===== src/rtl/seq_scan_pkg.sv =====
// Shared definitions for the serial pattern scanner: FSM state encoding and
// the power-up pattern/length loaded on reset.
package seq_scan_pkg;

  typedef enum logic [1:0] {
    IDLE  = 2'd0,
    SHIFT = 2'd1,
    DONE  = 2'd2
  } seq_state_e;

  localparam logic [5:0] SEQ_DEFAULT_PAT = 6'b111001;
  localparam int         SEQ_DEFAULT_LEN = 6;

endpackage


===== src/rtl/seq_match_core.sv =====
// Serial Moore matcher: bit history, fill counter, length-masked compare and
// registered match pulse. SEQ_SCAN_OVERLAP_EN keeps fill on a match.
module seq_match_core
  import seq_scan_pkg::*;
#(
  parameter int PAT_W = 6,
  parameter int LEN_W = $clog2(PAT_W + 1)
) (
  input  logic             clk,
  input  logic             rst,
  input  logic             bit_valid,
  input  logic             bit_in,
  input  logic             clear,
  input  logic [PAT_W-1:0] pattern,
  input  logic [LEN_W-1:0] len,
  output logic             match
);

  logic [PAT_W-1:0] hist_q, hist_d, hist_shift;
  logic [LEN_W-1:0] fill_q, fill_d, fill_inc;
  logic             match_q, match_d;
  logic [PAT_W-1:0] bit_ok;

  assign hist_shift = {hist_q[PAT_W-2:0], bit_in};
  // Fill saturates at PAT_W; it only needs to prove "at least len bits seen".
  assign fill_inc   = (fill_q == LEN_W'(PAT_W)) ? fill_q : fill_q + LEN_W'(1);

  for (genvar gi = 0; gi < PAT_W; gi++) begin : g_cmp
    assign bit_ok[gi] = (LEN_W'(gi) >= len) || (hist_shift[gi] == pattern[gi]);
  end

  always_comb begin
    hist_d  = hist_q;
    fill_d  = fill_q;
    match_d = 1'b0;
    if (clear) begin
      hist_d = '0;
      fill_d = '0;
    end else if (bit_valid) begin
      hist_d  = hist_shift;
      match_d = (len != '0) && (fill_inc >= len) && (&bit_ok);
`ifdef SEQ_SCAN_OVERLAP_EN
      fill_d  = fill_inc;
`else
      fill_d  = match_d ? '0 : fill_inc;
`endif
    end
  end

  always_ff @(posedge clk or negedge rst) begin
    if (!rst) begin
      hist_q  <= '0;
      fill_q  <= '0;
      match_q <= 1'b0;
    end else begin
      hist_q  <= hist_d;
      fill_q  <= fill_d;
      match_q <= match_d;
    end
  end

  assign match = match_q;

endmodule


===== src/rtl/seq_scan_ctrl.sv =====
// Word-to-serial scan controller: accepts words, shifts them MSB-first into
// seq_match_core and counts matches. SEQ_SCAN_OVERLAP_EN selects overlapping matches.
module seq_scan_ctrl
  import seq_scan_pkg::*;
#(
  parameter int DATA_W = 16,
  parameter int PAT_W  = 6,
  parameter int CNT_W  = 8
) (
  input  logic                         clk,
  input  logic                         rst,
  input  logic                         cfg_we,
  input  logic [PAT_W-1:0]             cfg_pattern,
  input  logic [$clog2(PAT_W+1)-1:0]   cfg_len,
  input  logic                         in_valid,
  output logic                         in_ready,
  input  logic [DATA_W-1:0]            in_data,
  input  logic                         in_last,
  output logic                         bit_out,
  output logic                         match,
  output logic [CNT_W-1:0]             match_cnt,
  output logic                         busy,
  output logic                         done
);

  localparam int LEN_W = $clog2(PAT_W + 1);
  localparam int IDX_W = (DATA_W > 1) ? $clog2(DATA_W) : 1;

  seq_state_e        state_q, state_d;
  logic [DATA_W-1:0] word_q, word_d;
  logic              last_q, last_d;
  logic [IDX_W-1:0]  idx_q, idx_d;
  logic [PAT_W-1:0]  pat_q, pat_d;
  logic [LEN_W-1:0]  len_q, len_d;
  logic [CNT_W-1:0]  cnt_q, cnt_d;
  logic              core_clear, core_bit_valid;

  always_comb begin
    state_d        = state_q;
    word_d         = word_q;
    last_d         = last_q;
    idx_d          = idx_q;
    pat_d          = pat_q;
    len_d          = len_q;
    cnt_d          = cnt_q;
    core_clear     = 1'b0;
    core_bit_valid = 1'b0;
    in_ready       = 1'b0;
    busy           = 1'b0;
    done           = 1'b0;
    bit_out        = 1'b0;

    if (match && (cnt_q != '1)) cnt_d = cnt_q + CNT_W'(1);

    case (state_q)
      IDLE: begin
        in_ready = ~cfg_we;
        // Configuration takes priority over an offered word in the same cycle.
        if (cfg_we) begin
          pat_d      = cfg_pattern;
          len_d      = (cfg_len > LEN_W'(PAT_W)) ? LEN_W'(PAT_W) : cfg_len;
          cnt_d      = '0;
          core_clear = 1'b1;
        end else if (in_valid) begin
          word_d  = in_data;
          last_d  = in_last;
          idx_d   = IDX_W'(DATA_W - 1);
          state_d = SHIFT;
        end
      end
      SHIFT: begin
        busy           = 1'b1;
        bit_out        = word_q[DATA_W-1];
        core_bit_valid = 1'b1;
        word_d         = word_q << 1;
        if (idx_q == '0) state_d = last_q ? DONE : IDLE;
        else             idx_d   = idx_q - IDX_W'(1);
      end
      DONE: begin
        busy       = 1'b1;
        done       = 1'b1;
        core_clear = 1'b1;
        state_d    = IDLE;
      end
      default: state_d = IDLE;
    endcase
  end

  always_ff @(posedge clk or negedge rst) begin
    if (!rst) begin
      state_q <= IDLE;
      word_q  <= '0;
      last_q  <= 1'b0;
      idx_q   <= '0;
      pat_q   <= PAT_W'(SEQ_DEFAULT_PAT);
      len_q   <= LEN_W'(SEQ_DEFAULT_LEN);
      cnt_q   <= '0;
    end else begin
      state_q <= state_d;
      word_q  <= word_d;
      last_q  <= last_d;
      idx_q   <= idx_d;
      pat_q   <= pat_d;
      len_q   <= len_d;
      cnt_q   <= cnt_d;
    end
  end

  seq_match_core #(
    .PAT_W (PAT_W),
    .LEN_W (LEN_W)
  ) u_core (
    .clk       (clk),
    .rst       (rst),
    .bit_valid (core_bit_valid),
    .bit_in    (bit_out),
    .clear     (core_clear),
    .pattern   (pat_q),
    .len       (len_q),
    .match     (match)
  );

  assign match_cnt = cnt_q;

endmodule


===== config.mk =====
export PLATFORM = sky130hd
export DESIGN_NAME = seq_scan_ctrl
export DESIGN_NICKNAME = d
export VERILOG_FILES = /design/src/rtl/seq_scan_pkg.sv /design/src/rtl/seq_match_core.sv /design/src/rtl/seq_scan_ctrl.sv
export SDC_FILE = /design/constraint.sdc
export NUM_CORES = 1
export LEC_CHECK = 0
export CAP_MARGIN = 10
export CORE_AREA = 2 2 110 86
export DETAILED_ROUTE_END_ITERATION = 8
export DIE_AREA = 0 0 112 88
export DONT_BUFFER_PORTS = 1
export GPL_TIMING_DRIVEN = 0
export SYNTH_ARGS = -nofsm -noshare
export SYNTH_HDL_FRONTEND = slang
export SYNTH_SLANG_ARGS = --single-unit

===== constraint.sdc =====
create_clock -name clk -period 4.68 [get_ports clk]
set_clock_uncertainty 0.15 [all_clocks]
set_input_delay 0.702 -clock clk [delete_from_list [all_inputs] [get_ports clk]]
set_output_delay 0.702 -clock clk [all_outputs]
set_load 0.02 [all_outputs]

==> flow_summary.json, run 1 <==
{
  "status": "finished clean",
  "first_global_vias": 1773,
  "worstSetupPathType": "reg2out",
  "vias_per_cell": 4.81,
  "gp_congestion": 0.794,
  "ys.flop_type": "dfrtp_1",
  "p_per_area_nw_per_um2": 691,
  "ios": 43,
  "antenna_found_initial": 0,
  "synth-compound-area-share_pct": 12.3,
  "critPathMaxStageDelay_ps": 390,
  "arrival_ps": 1520,
  "syn_area_um2": 2560,
  "maxCapViolCount": 0,
  "slew_headroom_pct": 64.0,
  "slew_viol_final": 0,
  "r2r-end": "u_core.match",
  "achievable-frequency_mhz": 421,
  "synth_top_family_by_area": "simple AND/OR/NAND/NOR gates",
  "path_cells": "inv_1 -> ha_1 -> inv_1 -> nor2_1",
  "cts-root-buf": "clkbuf_16",
  "synth_cell_types": 48,
  "die_x_um": 112,
  "crit_path_start_kind": "flip-flop",
  "rsz0062_at_grt": "false",
  "seq_area_frac_synth_pct": 48.1,
  "r2r-start": "u_core.fill_q[0]",
  "required_ps": 3830,
  "setup_violations": 0,
  "hold_path.class": "in2async",
  "cts_buffers": 5,
  "htreeDepth": 2,
  "netSwitchingFraction_pct": 40.0,
  "crit_path_end_kind": "output pin",
  "diodes": 0,
  "hold_viol_final": 0,
  "row_count": 30,
  "finalInstanceArea_um2": 2890,
  "ir_drop_v": 0.000260,
  "wl_per_cell_um": 14.7,
  "placed_area_um2": 2700,
  "syn_inst": 264,
  "crit_buf_inv": 2,
  "clkLatencyLatePin_ps": 300,
  "async_flop_share_pct": 100,
  "fin_crit_ps": 2370,
  "synth_xor_area_share_pct": 4.10,
  "synthSimpleGateAreaFrac_pct": 17.5,
  "fin_tns_setup_ps": 0,
  "p_leak_uw": 0.00133,
  "cts.repair.resized": 0,
  "fp.coreArea_um2": 8780,
  "cts.sinks": 49,
  "dr.pass1.iters": 4,
  "wl_um": 5660,
  "synth.avg_cell_area_um2": 9.71,
  "grt_overflow": 0,
  "die_y_um": 88,
  "regToRegSetupSlack_ps": 2350,
  "clk_path_buf_depth": 2,
  "seqCellArea_um2": 1230,
  "final_util_pct": 32.9,
  "ant_nets": 0,
  "power_uw": 2000,
  "port_buffers": 0,
  "final_nets": 312,
  "grt_util_all_layers_pct": 12.1,
  "grt_start_max_net_pins": 44,
  "cts_tree": "yes",
  "yosys_warnings": 0,
  "multi_input_area_um2": 1230,
  "synth_edf_count": 0,
  "die-area_um2": 9860,
  "drtIter0Drc": 75,
  "clk_pin_slew_ps": 70,
  "synth_mux_area_share_pct": 9.03,
  "combPwrFrac_pct": 43.4,
  "crit_path_frequent_cell": "inv_1",
  "power_frac_clock_pct": 19.4,
  "period_share_pct": 50.7,
  "nFillCells": 922,
  "p_int_uw": 1200,
  "dp_hpwl_um": 4030,
  "vias": 1853,
  "critPathTopFamily": "flip-flops",
  "power.share.sequential_pct": 37.2,
  "slowest_stage": "dfrtp_1",
  "syn2layout_area_growth_pct": 12.7,
  "synth-seq-cells": 49,
  "power.switching_uw": 799,
  "path_max_fanout": 7,
  "grt_pass1_wl_um": 9160,
  "syn_nets": 304,
  "holdWs_ps": 91.1,
  "start_util_pct": 29.2,
  "worst_slew_pin_slew_ps": 538,
  "drive_above_1_share_pct": 11.7,
  "reg2reg_depth": 10,
  "drc": 0,
  "synthAdderAreaFrac_pct": 4.88
}
[metal layers]
layer	GRT usage (%)	part of all wire, %	wire length [um]	vias up
met4	5.99	1.3	73	0
met1	15.7	47	2640	888
met2	18.2	46	2580	48
met5	0	0	0	-
li1	-	-	-	913
met3	4.15	6.4	363	4
[worst max-delay path by stage]
stage	start	to	slack [ps]	cells after the start
after floorplan	u_core.fill_q[0]	u_core.match	2540	10
after global placement	u_core.fill_q[0]	u_core.match	2400	10
after detailed placement	u_core.fill_q[0]	u_core.match	2370	10
after CTS	state_q[1]	in_ready	2290	4
after global routing	state_q[1]	in_ready	2180	4
final	state_q[1]	in_ready	2310	4
[timing repair]
| item | in CTS | in global routing |
|---|---|---|
| hold buffers | 1 | 0 |
| setup buffers | 0 | 0 |
| hold endpoints to repair | 43 | 0 |
[metrics by stage]
step	setup slack, ps	cells
2_1_floorplan	2540	264
3_3_place_gp	2400	376
3_5_place_dp	2370	376
4_1_cts	2290	385
5_1_grt	2180	385
6_report	2310	385
[cells in the mapped netlist, types with 2 or more instances]
library cell / number / area share (%)
nand2_1: 34 / 5.0
nor2_1: 39 / 5.7
o21ai_1: 2 / 0.39
o21ai_0: 7 / 1.4
a22o_1: 2 / 0.68
buf_2: 5 / 0.98
o211ai_1: 2 / 0.59
nor3_1: 2 / 0.39
o31ai_1: 2 / 0.59
a31oi_1: 3 / 0.73
or3_1: 2 / 0.49
ha_1: 10 / 4.9
mux2i_1: 22 / 8.6
xor2_1: 8 / 2.7
clkbuf_1: 3 / 0.44
o21a_1: 2 / 0.59
and2_1: 2 / 0.49
inv_1: 11 / 1.6
and3_1: 3 / 0.73
nand3_1: 4 / 0.78
xnor2_1: 4 / 1.4
dfrtp_1: 43 / 42
dfstp_2: 6 / 6.2
a21oi_1: 22 / 4.3
[sequential cells by signal, indices dropped and copies added, names as in the netlist]
name and flops:
u_core.hist_q 5, last_q 1, idx_q 4, state_q 2
len_q 3, pat_q 6, u_core.match 1, u_core.fill_q 3
match_cnt 8, word_q 16
[power by group through the flow]
stage,combinational [uW],clock (uW),sequential [uW]
after detailed placement,869,0,751
after floorplan,714,0,716
after CTS,884,400,745
after global placement,849,0,744
final,867,386,743
after global routing,987,411,766
[logic make-up after synthesis]
family                     after synthesis
and+or+nand+nor                         97
buffers and inverters                   22
muxes                                   23
AOI/OAI and AO/OA                       51
adders and majority gates               10
xor gates and xnor gates                12
DFF                                     49
[area by class of cell]
class / instances / area share [%]
Tap cell: 112 / 4.85
Multi-Input combinational cell: 193 / 42.5
Timing Repair Buffer: 1 / 0.953
Buffer: 10 / 1.99
Inverter: 12 / 1.56
Clock buffer: 7 / 5.29
Sequential cell: 49 / 42.7
Clock inverter: 1 / 0.173
[cell usage in the layout, fill, tap and decap left out, types with 6 or more instances in the layout]
cell type	instances
o21ai_0	7
dfstp_2	6
nand2_1	34
nor2_1	39
dfrtp_1	43
mux2i_1	22
inv_1	11
xor2_1	8
a21oi_1	22
ha_1	10
No activity file was read; power rests on OpenSTA's default activity.
==> run 2: changes to the inputs <==
==> constraint.sdc (replaced) <==
create_clock -name clk -period 2.3 [get_ports clk]
set_clock_uncertainty 0.15 [all_clocks]
set_input_delay 0.345 -clock clk [delete_from_list [all_inputs] [get_ports clk]]
set_output_delay 0.345 -clock clk [all_outputs]
set_load 0.02 [all_outputs]
==> run 2 against run 1 <==
  * Via count up 0.76%
  * First-iteration DRC count shrank 16%
  * Combinational power grew 110%
  * Setup slack got worse by 2200 ps
  * Critical endpoint is now u_core.match
==> flow_summary.json, run 2 (synthesis results as in run 1) <==
{
  "fp.coreArea_um2": 8780,
  "setup_violations": 0,
  "wl_per_cell_um": 14.3,
  "regMostFlops": "word_q",
  "cts-root-buf": "clkbuf_16",
  "combPwrFrac_pct": 44.8,
  "dp_hpwl_um": 4030,
  "drtIter0Drc": 63,
  "vias": 1867,
  "crit_path_end_kind": "flip-flop",
  "netSwitchingFraction_pct": 40.1,
  "die_y_um": 88,
  "ir_drop_v": 0.000532,
  "final_cell_count_no_fill": 393,
  "required_ps": 2360,
  "most-common-layout-cells": "dfrtp_1 (43), nor2_1 (39), nand2_1 (33)",
  "hold_viol_final": 0,
  "slowest_stage": "dfrtp_1",
  "power_uw": 4150,
  "period_share_pct": 95.5,
  "maxCapViolCount": 0,
  "clk_pin_slew_ps": 70,
  "htreeDepth": 2,
  "grt_overflow": 0,
  "vias_per_cell": 4.75,
  "syn2layout_area_growth_pct": 16.7,
  "die-area_um2": 9860,
  "row_count": 30,
  "fin_tns_setup_ps": 0,
  "grt_util_all_layers_pct": 12.0,
  "final_nets": 320,
  "power.switching_uw": 1670,
  "final_util_pct": 34.0,
  "hold_path.class": "in2reg",
  "gp_congestion": 0.794,
  "p_per_area_nw_per_um2": 1390,
  "path_cells": "inv_2 -> ha_2 -> nand2_2 -> xnor2_2 -> ha_1 -> nand2b_1 -> a21o_2 -> a21oi_4 -> or3_1 -> nor3_2",
  "wl_um": 5630,
  "path_max_fanout": 4,
  "critPathMaxStageDelay_ps": 400,
  "grt_pass1_wl_um": 9180,
  "worstSetupPathType": "reg2reg",
  "power_frac_clock_pct": 18.9,
  "start_util_pct": 29.2,
  "clk_path_buf_depth": 2,
  "rsz0062_at_grt": "false",
  "diodes": 0,
  "slew_viol_final": 0,
  "crit_path_start_kind": "flip-flop",
  "worst_slew_pin_slew_ps": 543,
  "drive_above_1_share_pct": 13.5,
  "fin_crit_ps": 2200,
  "cts_tree": "yes",
  "setup.worst_path.start": "u_core.fill_q[0]",
  "first_global_vias": 1820,
  "largest_reg_flops": 16,
  "grt_start_max_net_pins": 50,
  "arrival_ps": 2260,
  "power.share.sequential_pct": 36.4,
  "status": "finished clean",
  "r2r-start": "u_core.fill_q[0]",
  "cts_buffers": 5,
  "port_buffers": 0,
  "place_inst": 376,
  "antenna_found_initial": 0,
  "dr.pass1.iters": 4,
  "achievable-frequency_mhz": 455,
  "hold_path_startpoint": "cfg_len[1]",
  "p_leak_uw": 0.00138,
  "drc": 0,
  "placed_area_um2": 2700,
  "ios": 43,
  "clkLatencyLatePin_ps": 290,
  "finalInstanceArea_um2": 2990,
  "slew_headroom_pct": 63.7,
  "p_int_uw": 2490,
  "die_x_um": 112,
  "mostFrequentLayoutCell": "dfrtp_1",
  "ant_nets": 0,
  "cts.sinks": 49
}
==> run 2: power groups by stage <==
stage / Clock [uW] / Combinational (uW) / Sequential (uW)
floorplan: 0 / 1450 / 1460
global placement: 0 / 1730 / 1510
detailed placement: 0 / 1770 / 1530
CTS: 814 / 1830 / 1510
global route: 837 / 2100 / 1560
finish: 784 / 1860 / 1510
==> run 2: area by class of cell <==
class                      instances  area, um^2
timing repair buffer               9         105
sequential                        49        1230
clock inverter                     1        5.00
fill                             913        5790
clock buffer                       7         153
multi-input combinational        193        1250
inverter                          12        45.0
buffer                            10        61.3
tap                              112         140
==> run 2: metrics by stage <==
| step | hold slack, ps | setup slack (ps) |
|---|---|---|
| 2_1_floorplan | -101 | 160 |
| 3_3_place_gp | -99.6 | 18.7 |
| 3_5_place_dp | -99.6 | -7.61 |
| 4_1_cts | 3.04 | 28.1 |
| 5_1_grt | 9.08 | 10.1 |
| 6_report | 7.75 | 102 |
==> run 2: repair_timing <==
item                                    CTS  global route
pin swaps                                 0             2
setup buffers                             1             0
hold buffers                              8             0
hold endpoints to repair                 55             0
endpoints found under the setup margin    3            15
gates resized for setup                   0             8
==> run 2: path summary, 6_finish.rpt <==
| kind | end | slack, ps | depth (start not counted) |
|---|---|---|---|
| min reg2reg | pat_q[0] | 320 | 2 |
| min in group asynchronous | pat_q[1] | 420 | 2 |
| max reg2reg | u_core.match | 100 | 10 |
| max in group asynchronous | pat_q[0] | 1310 | 2 |
| max | u_core.match | 100 | 10 |
| min | len_q[1] | 8 | 2 |
==> run 2: worst max-delay path: cells and delay by family (launching register included) <==
| family | cells | cell delay [ps] |
|---|---|---|
| adders and majority gates | 2 | 440 |
| AOI/OAI and AO/OA | 2 | 200 |
| buffers and inverters | 1 | 70 |
| xor gates and xnor gates | 1 | 150 |
| DFF | 1 | 400 |
| and+or+nand+nor | 4 | 690 |
==> run 2: metal layers <==
metal | track usage (%) | wire length (um) | share of wire (%)
met4 | 5.99 | 103 | 1.8
met5 | 0 | 0 | 0
met2 | 18.1 | 2500 | 44
met1 | 15.6 | 2710 | 48
met3 | 4.15 | 316 | 5.6
